File: src/rtl/vram_port_arbiter.sv
// vram_port_arbiter: shares one single-port VRAM between the video fetcher (fixed priority)
// and the register bus, with a starvation guard and fixed-latency registered responses.
module vram_port_arbiter #(
  parameter int DATA_W       = 32,
  parameter int ADDR_W       = 10,
  parameter int DEPTH        = 600,
  parameter int RD_LAT       = 1,
  parameter int STARVE_LIMIT = 8
) (
  input  logic                  axi_aclk,
  input  logic                  axi_aresetn,
  input  logic                  vid_req,
  input  logic [ADDR_W-1:0]     vid_addr,
  output logic                  vid_gnt,
  output logic [DATA_W-1:0]     vid_rdata,
  output logic                  vid_rvalid,
  input  logic                  bus_req,
  input  logic                  bus_we,
  input  logic [ADDR_W-1:0]     bus_addr,
  input  logic [DATA_W-1:0]     bus_wdata,
  input  logic [DATA_W/8-1:0]   bus_wstrb,
  output logic                  bus_gnt,
  output logic                  bus_done,
  output logic [DATA_W-1:0]     bus_rdata,
  output logic                  bus_err,
  output logic                  mem_en,
  output logic [DATA_W/8-1:0]   mem_we,
  output logic [ADDR_W-1:0]     mem_addr,
  output logic [DATA_W-1:0]     mem_wdata,
  input  logic [DATA_W-1:0]     mem_rdata
);
  localparam int CW = $clog2(STARVE_LIMIT + 1);
  localparam logic [CW-1:0] LIM = CW'(STARVE_LIMIT);
  localparam logic [ADDR_W:0] DEPTH_W = (ADDR_W + 1)'(DEPTH);
  typedef enum logic {ST_VID_PRI, ST_BUS_FORCE} state_t;
  state_t state_q, state_d;
  logic [CW-1:0] wait_q, wait_d;
  logic vid_oor, bus_oor, issue_d, rd_d;
  logic [DATA_W/8-1:0] mem_we_d;
  logic [RD_LAT:0] tag_vld_q, tag_bus_q, tag_err_q, tag_rd_q;
  logic mem_en_q, vid_rvalid_q, bus_done_q, bus_err_q;
  logic [DATA_W/8-1:0] mem_we_q;
  logic [ADDR_W-1:0] mem_addr_q;
  logic [DATA_W-1:0] mem_wdata_q, vid_rdata_q, bus_rdata_q;
  assign bus_gnt = bus_req & ((state_q == ST_BUS_FORCE) | ~vid_req);
  assign vid_gnt = vid_req & ~bus_gnt;
  always_comb begin
    vid_oor  = {1'b0, vid_addr} >= DEPTH_W;
    bus_oor  = {1'b0, bus_addr} >= DEPTH_W;
    issue_d  = vid_gnt ? ~vid_oor : bus_gnt & ~bus_oor & (~bus_we | (|bus_wstrb));
    rd_d     = issue_d & ~(bus_gnt & bus_we);
    mem_we_d = (bus_gnt & bus_we & ~bus_oor) ? bus_wstrb : '0;
    wait_d   = (~bus_req | bus_gnt) ? '0 : (wait_q == LIM ? LIM : wait_q + 1'b1);
    state_d  = (bus_req & ~bus_gnt & (wait_q == LIM - 1'b1)) ? ST_BUS_FORCE : ST_VID_PRI;
  end
  always_ff @(posedge axi_aclk or negedge axi_aresetn) begin
    if (!axi_aresetn) begin
      state_q <= ST_VID_PRI;
      wait_q  <= '0;
    end else begin
      state_q <= state_d;
      wait_q  <= wait_d;
    end
  end
  // Tags travel alongside the BRAM access so each response knows its owner and outcome.
  always_ff @(posedge axi_aclk or negedge axi_aresetn) begin
    if (!axi_aresetn) begin
      mem_en_q     <= 1'b0;
      mem_we_q     <= '0;
      mem_addr_q   <= '0;
      mem_wdata_q  <= '0;
      tag_vld_q    <= '0;
      tag_bus_q    <= '0;
      tag_err_q    <= '0;
      tag_rd_q     <= '0;
      vid_rvalid_q <= 1'b0;
      vid_rdata_q  <= '0;
      bus_done_q   <= 1'b0;
      bus_rdata_q  <= '0;
      bus_err_q    <= 1'b0;
    end else begin
      mem_en_q     <= issue_d;
      mem_we_q     <= mem_we_d;
      if (issue_d) mem_addr_q <= vid_gnt ? vid_addr : bus_addr;
      if (|mem_we_d) mem_wdata_q <= bus_wdata;
      tag_vld_q    <= {tag_vld_q[RD_LAT-1:0], vid_gnt | bus_gnt};
      tag_bus_q    <= {tag_bus_q[RD_LAT-1:0], bus_gnt};
      tag_err_q    <= {tag_err_q[RD_LAT-1:0], bus_gnt & bus_oor};
      tag_rd_q     <= {tag_rd_q[RD_LAT-1:0], rd_d};
      vid_rvalid_q <= tag_vld_q[RD_LAT] & ~tag_bus_q[RD_LAT];
      vid_rdata_q  <= (tag_rd_q[RD_LAT] & ~tag_bus_q[RD_LAT]) ? mem_rdata : '0;
      bus_done_q   <= tag_vld_q[RD_LAT] & tag_bus_q[RD_LAT];
      bus_rdata_q  <= (tag_rd_q[RD_LAT] & tag_bus_q[RD_LAT]) ? mem_rdata : '0;
      bus_err_q    <= tag_vld_q[RD_LAT] & tag_bus_q[RD_LAT] & tag_err_q[RD_LAT];
    end
  end
  assign mem_en     = mem_en_q;
  assign mem_we     = mem_we_q;
  assign mem_addr   = mem_addr_q;
  assign mem_wdata  = mem_wdata_q;
  assign vid_rvalid = vid_rvalid_q;
  assign vid_rdata  = vid_rdata_q;
  assign bus_done   = bus_done_q;
  assign bus_rdata  = bus_rdata_q;
  assign bus_err    = bus_err_q;
endmodule

File: config.mk
export PLATFORM = sky130hd
export DESIGN_NAME = vram_port_arbiter
export DESIGN_NICKNAME = d
export VERILOG_FILES = /design/src/rtl/vram_port_arbiter.sv
export SDC_FILE = /design/constraint.sdc
export NUM_CORES = 1
export LEC_CHECK = 0
export BUFFER_PORTS_ARGS = -buffer_cell sky130_fd_sc_hd__buf_2
export CAP_MARGIN = 20
export CORE_MARGIN = 1.5
export CORE_UTILIZATION = 49
export CTS_BUF_LIST = sky130_fd_sc_hd__clkbuf_4 sky130_fd_sc_hd__clkbuf_8
export DETAILED_ROUTE_END_ITERATION = 6
export GPL_ROUTABILITY_DRIVEN = 0
export PLACE_DENSITY = 0.83
export SLEW_MARGIN = 40
export SYNTH_ARGS = -nofsm -noshare
export SYNTH_HDL_FRONTEND = slang
export SYNTH_SLANG_ARGS = --single-unit
File: constraint.sdc
create_clock -name axi_aclk -period 1.98 [get_ports axi_aclk]
set_input_delay 0.297 -clock axi_aclk [delete_from_list [all_inputs] [get_ports axi_aclk]]
set_output_delay 0.297 -clock axi_aclk [all_outputs]
set_load 0.02 [all_outputs]
# Word-level counts from Yosys, hierarchy flattened
# Cells that the tools add are included.
# op_classes
addsub	1
magnitude_cmp	2
n_eq_ne	2
n_mux	8
n_bitwise	27
n_reduce_logical	2
# op_table
op	count
$mux W32	2
$ge A10 B10 Y1 const B	2
$and A1 B1 Y1	15
$mux W4	3
$mux W10	1
$not A1 Y1	8
$reduce_or A4 Y1	2
$add A4 B1 Y4 const B	1
$eq A4 B3 Y1 const B	1
$eq A4 B4 Y1 const B	1
$or A1 B1 Y1	4
$mux W1	2
# totals
reg_bits	127
output_inout_bits	116

# Depth between registers and ports, before layout
# depth
ltp_word	7
depth_mapped	5
depth_no_buf	5

# Worst setup path before layout
# OpenSTA, ideal clock, no wires.
# synth_path
path_kind	input to register
start	input port bus_addr[5]
end	register mem_wdata_q[0], in the netlist mem_wdata[0]
t_arrival_ps	1585
required_ps	1855
path_slack_ps	270
cell_stages	5
n_path_buf	1
path_cell_list	a211o_1 > o21ai_4 > nor3b_4 > buf_6 > mux2_4
# synth_via
elab_chain_cells	5
# synth_rtl
item	line_no	source
from (decl)	19	input logic [ADDR_W-1:0] bus_addr,
$ge A10 B10 Y1	49	bus_oor = {1'b0, bus_addr} >= DEPTH_W;
$not A1 Y1	52	mem_we_d = (bus_gnt & bus_we & ~bus_oor) ? bus_wstrb : '0;
$and A1 B1 Y1	52	
$mux W4	52	
$reduce_or A4 Y1	85	if (|mem_we_d) mem_wdata_q <= bus_wdata;
to (signal assigned)	85	
to (decl)	44	logic [DATA_W-1:0] mem_wdata_q, vid_rdata_q, bus_rdata_q;
# Every way passes these cells.
# A chain may end at the register's enable or synchronous reset.

# Worst setup path after layout
# layout_path
start	register state_q
end	output port vid_gnt
# layout_via
elab_chain_cells	4
# layout_rtl
item	line_no	source
from (decl)	36	state_t state_q, state_d;
from (signal assigned)	61	state_q <= state_d;
$or A1 B1 Y1	45	assign bus_gnt = bus_req & ((state_q == ST_BUS_FORCE) | ~vid_req);
$and A1 B1 Y1	45	
$not A1 Y1	46	assign vid_gnt = vid_req & ~bus_gnt;
$and A1 B1 Y1	46	
to (decl)	14	output logic vid_gnt,
# Every way passes these cells.

==> impl_results.html <==
<table>
<tr><th>Metric</th><th>Value</th></tr>
<tr><th colspan="2">Yosys</th></tr>
<tr><td>Share of the yosys chip area belonging to registers</td><td>0.679</td></tr>
<tr><td>Post-synthesis register bit count</td><td>127</td></tr>
<tr><td>Number of instances in the synthesized netlist</td><td>between 300 and 400</td></tr>
<tr><td>Post-synthesis net count</td><td>402</td></tr>
<tr><td>Number of library cell types mapped by synthesis</td><td>31</td></tr>
<tr><td>Syn_area_per_cell</td><td>15.3 sq um</td></tr>
<tr><td>Area of the mapped netlist</td><td>0.00468 sq mm</td></tr>
<tr><td>Number of warnings issued by yosys</td><td>0</td></tr>
<tr><th colspan="2">Timing</th></tr>
<tr><td>Total count of hold-check failures in the final report</td><td>0</td></tr>
<tr><td># setup viols final</td><td>0</td></tr>
<tr><td>Slew @ Worst Pin</td><td>0.763 ns</td></tr>
<tr><td>Relative slew margins</td><td>0.491</td></tr>
<tr><td>Post-route fraction of the period consumed by the critical path</td><td>0.867</td></tr>
<tr><td>Slew Viols, Final</td><td>0</td></tr>
<tr><td>Post-route minimum period</td><td>1.72 ns</td></tr>
<tr><td>Sum Neg Setup Slack</td><td>0 ns</td></tr>
<tr><td>Clock skew</td><td>0.00619 ns</td></tr>
<tr><td>Fmax achieved</td><td>582 MHz</td></tr>
<tr><td>Unrepaired setup endpoints after global routing</td><td>false</td></tr>
<tr><th colspan="2">Detailed routing</th></tr>
<tr><td>Mean number of vias per cell</td><td>4.82</td></tr>
<tr><td>Vias post-DR</td><td>approximately 3300</td></tr>
<tr><td>Total Routed Length</td><td>10400 um</td></tr>
<tr><td>Final ANT Viol Nets</td><td>0</td></tr>
<tr><td>First-pass detailed-route iteration total</td><td>4</td></tr>
<tr><td>Wire per inst</td><td>around 15 um</td></tr>
<tr><td>Final routed DRC violation total</td><td>0</td></tr>
<tr><td>DRC marker count from the first detailed-route iteration</td><td>77</td></tr>
<tr><th colspan="2">GRT</th></tr>
<tr><td>Global-route wire length before repair</td><td>16200 um</td></tr>
<tr><td>Overall global routing resource usage</td><td>0.208</td></tr>
<tr><td>Remaining Overflow, GRT</td><td>0</td></tr>
<tr><td>Number of antenna violations at the first check in global routing</td><td>0</td></tr>
<tr><td>Maximum number of pins on one net before global-route repair</td><td>49</td></tr>
<tr><td>Vias in the first global route</td><td>3414</td></tr>
<tr><th colspan="2">Placement</th></tr>
<tr><td>Half-perimeter wire length of the detailed placement result</td><td>~7700 um</td></tr>
<tr><td>Port bufs</td><td>208</td></tr>
<tr><td>Dpl cell area</td><td>between 0.005 and 0.006 sq mm</td></tr>
<tr><th colspan="2">Floorplan</th></tr>
<tr><td>Core Region</td><td>0.00924 sq mm</td></tr>
<tr><td>Chip Width</td><td>101 um</td></tr>
<tr><td>Die outline height</td><td>101 um</td></tr>
<tr><td>Number of rows in the core area</td><td>35</td></tr>
<tr><td>Starting density of the core</td><td>0.507</td></tr>
<tr><td>Total die area</td><td>0.0102 sq mm</td></tr>
<tr><td>Number of top-level pins</td><td>209</td></tr>
<tr><th colspan="2">Hold path</th></tr>
<tr><td>Hold WC Path Type</td><td>input port to register</td></tr>
<tr><th colspan="2">Power and ir drop</th></tr>
<tr><td>Power Internal</td><td>0.00484 W</td></tr>
<tr><td>Share of total power in sequential cells</td><td>0.445</td></tr>
<tr><td>Fraction of power spent switching nets</td><td>0.279</td></tr>
<tr><td>Psw</td><td>approximately 0.0019 W</td></tr>
<tr><td>Comb pwr share</td><td>0.183</td></tr>
<tr><td>Static leakage</td><td>3.58 nW</td></tr>
<tr><td>Maximum vdd drop</td><td>592 uV</td></tr>
<tr><td>Power Density</td><td>~1000 mW/mm^2</td></tr>
<tr><td>Clock network fraction of total power</td><td>0.371</td></tr>
<tr><th colspan="2">Clocking</th></tr>
<tr><td>Bufs on Longest Clock Path</td><td>2</td></tr>
<tr><td>TritonCTS Sinks</td><td>127</td></tr>
<tr><td>TritonCTS clock tree</td><td>built</td></tr>
<tr><td>Root Buffer Master</td><td>sky130_fd_sc_hd__clkbuf_8</td></tr>
<tr><td>Insertion delay of the later-clocked pin in the worst-skew pair</td><td>about 0.4 ns</td></tr>
<tr><td>Clk pin slew, worst setup/hold paths</td><td>0.08 ns</td></tr>
<tr><td>Clock buffers created by TritonCTS</td><td>17</td></tr>
<tr><td>H-tree levels</td><td>4</td></tr>
<tr><th colspan="2">Run status</th></tr>
<tr><td>Result of the run</td><td>finished, final reports clean</td></tr>
<tr><th colspan="2">Cells and area</th></tr>
<tr><td>Register area</td><td>0.00318 sq mm</td></tr>
<tr><td>Area used by multi-input combinational logic</td><td>0.00141 sq mm</td></tr>
<tr><td>Leading cell type in the layout, fill and taps excluded</td><td>sky130_fd_sc_hd__buf_2</td></tr>
<tr><td>Layout Area Growth over Synthesis</td><td>36.6%</td></tr>
<tr><td>Post-route cell area</td><td>0.00640 sq mm</td></tr>
<tr><td>Share of cells above drive strength 1</td><td>0.560</td></tr>
<tr><td>Fraction of the core area covered by cells at the end of the flow</td><td>0.692</td></tr>
<tr><td>Post-layout net count</td><td>628</td></tr>
<tr><td>Most frequent cells in the layout</td><td>sky130_fd_sc_hd__buf_2 (207), sky130_fd_sc_hd__dfrtp_1 (127), sky130_fd_sc_hd__and2_1 (37), sky130_fd_sc_hd__and3_1 (36), sky130_fd_sc_hd__mux2_4 (30)</td></tr>
<tr><td>Filler Cells Inserted</td><td>between 600 and 700</td></tr>
<tr><td>Count of antenna diodes in the layout</td><td>0</td></tr>
<tr><th colspan="2">Critical path</th></tr>
<tr><td>Classification of the worst setup path</td><td>register to primary output</td></tr>
<tr><td>Crit path cell chain</td><td>a21boi_1 &gt; buf_4 &gt; buf_2</td></tr>
<tr><td>Slowest cell on crit path</td><td>sky130_fd_sc_hd__dfrtp_1</td></tr>
<tr><td>Crit path largest cell delay</td><td>0.40 ns</td></tr>
<tr><td>Crit-path leading delay family</td><td>buffers and inverters</td></tr>
<tr><td>Required time of the worst setup path</td><td>1.68 ns</td></tr>
<tr><td>WP data arrival</td><td>1.42 ns</td></tr>
<tr><td>Crit-path max FO</td><td>13</td></tr>
<tr><td>Worst Path Buf+Inv</td><td>2</td></tr>
<tr><td>Endpoint class of the critical path</td><td>primary output</td></tr>
<tr><td>Kind of start point of the critical path</td><td>register</td></tr>
<tr><th colspan="2">Job</th></tr>
<tr><td>Number of max-capacitance violations reported</td><td>0</td></tr>
</table>
## synthesized netlist by cell type
cell type                  number  area [sq um]
sky130_fd_sc_hd__xor2_1         1          8.76
sky130_fd_sc_hd__a211o_1        2          17.5
sky130_fd_sc_hd__or2_2          1          6.26
sky130_fd_sc_hd__and3_1        36           225
sky130_fd_sc_hd__nor3b_4        1          18.8
sky130_fd_sc_hd__a22oi_1        1          7.51
sky130_fd_sc_hd__nand3_1        2          10.0
sky130_fd_sc_hd__buf_6          3          33.8
sky130_fd_sc_hd__nor2_1         5          18.8
sky130_fd_sc_hd__o21ai_4        1          16.3
sky130_fd_sc_hd__nor2b_1        5          31.3
sky130_fd_sc_hd__dfrtp_1      127          3180
sky130_fd_sc_hd__a21oi_1        2          10.0
sky130_fd_sc_hd__mux2_2        20           225
sky130_fd_sc_hd__nor3_1         3          15.0
sky130_fd_sc_hd__a221oi_1       1          8.76
sky130_fd_sc_hd__mux2_4        30           450
sky130_fd_sc_hd__nor4_4         1          21.3
sky130_fd_sc_hd__a211oi_1       1          7.51
sky130_fd_sc_hd__and2_1        37           231
sky130_fd_sc_hd__nand2_1        4          15.0
sky130_fd_sc_hd__mux2i_1        1          10.0
sky130_fd_sc_hd__ha_1           2          25.0
sky130_fd_sc_hd__buf_2          1          5.00
sky130_fd_sc_hd__clkbuf_1       9          33.8
sky130_fd_sc_hd__buf_4          1          7.51
sky130_fd_sc_hd__nor3b_1        1          7.51
sky130_fd_sc_hd__o21ai_0        1          5.00
sky130_fd_sc_hd__a21boi_1       1          7.51
sky130_fd_sc_hd__nand2b_1       1          6.26
sky130_fd_sc_hd__inv_1          5          18.8
## stage by stage
stage	power (W)	std cells	hold WS, ns	setup slack [ns]
after floorplan	0.00374	307	0.00141	0.270
after global placement	0.00423	642	0.259	0.178
after detailed placement	0.00428	642	0.272	0.112
after CTS	0.00679	675	0.0736	0.234
after global routing	0.00699	675	0.0761	0.184
final	0.00672	675	0.0978	0.263
## sequential cells by signal, summed over array words and instances (netlist names), 2 cells and up
| register | flops |
|---|---|
| vid_rdata | 32 |
| bus_rdata | 32 |
| mem_we | 4 |
| tag_vld_q | 2 |
| tag_bus_q | 2 |
| mem_wdata | 32 |
| tag_rd_q | 2 |
| mem_addr | 10 |
| tag_err_q | 2 |
| wait_q | 4 |
## final cells by class
cell class	count	area share
sequential	127	0.497
clock inverter	14	0.0321
timing repair buffer	221	0.185
clock buffer	18	0.0387
tap	129	0.0252
multi-input combinational	161	0.220
inverter	5	0.00293
## power groups by stage
stage | clock network (W) | registers, W | logic, W
after global routing | 0.00265 | 0.00302 | 0.00131
after detailed placement | 0 | 0.00303 | 0.00124
after global placement | 0 | 0.00302 | 0.00120
after floorplan | 0 | 0.00335 | 0.000393
final | 0.00249 | 0.00299 | 0.00123
after CTS | 0.00255 | 0.00299 | 0.00125
## worst paths after layout
check | cells past startpoint | slack, ns | endpoint | from
setup reg to reg | 5 | 0.32 | mem_wdata[15] | state_q
hold reg to reg | 0 | 0.35 | tag_err_q[1] | tag_err_q[0]
setup / recovery | 3 | 0.26 | vid_gnt | state_q
max in group asynchronous | 3 | 0.99 | mem_wdata[7] | axi_aresetn
min in group asynchronous | 2 | 0.36 | mem_addr[0] | axi_aresetn
hold / removal | 2 | 0.1 | vid_rdata[18] | mem_rdata[18]
## cell families (layout without fill, tap and decap cells)
logic type,Yosys count,in the layout,share of synthesized area
flip-flops,127,127,0.679
AND/OR/NAND/NOR,97,97,0.130
multiplexers,51,51,0.146
buffers and inverters,19,258,0.0211
AO/OA/AOI/OAI,10,10,0.0171
adder cells (fa/ha/maj),2,2,0.00534
XOR/XNOR,1,1,0.00187
## routing by layer
metal | vias up | global-route usage | wire length (um)
met5 | - | 0 | 0
met2 | 130 | 0.368 | 5490
li1 | 1484 | - | -
met3 | 15 | 0.0673 | 668
met4 | 0 | 0.0715 | 172
met1 | 1625 | 0.236 | 4100
## worst reg2reg max path: stages, from the launching register on
cell and delay [ns]:
sky130_fd_sc_hd__dfrtp_1 0.38, sky130_fd_sc_hd__nand2b_1 0.13, sky130_fd_sc_hd__nand3_1 0.16, sky130_fd_sc_hd__nor3b_4 0.31
sky130_fd_sc_hd__buf_12 0.24, sky130_fd_sc_hd__mux2_4 0.33
## repair_timing
item / CTS / global route
endpoints found under the hold margin: 31 / 0
setup buffers: 0 / 0
hold buffers: 1 / 0
gates resized for setup: 0 / 0
Power figures use the tool's default switching activity.
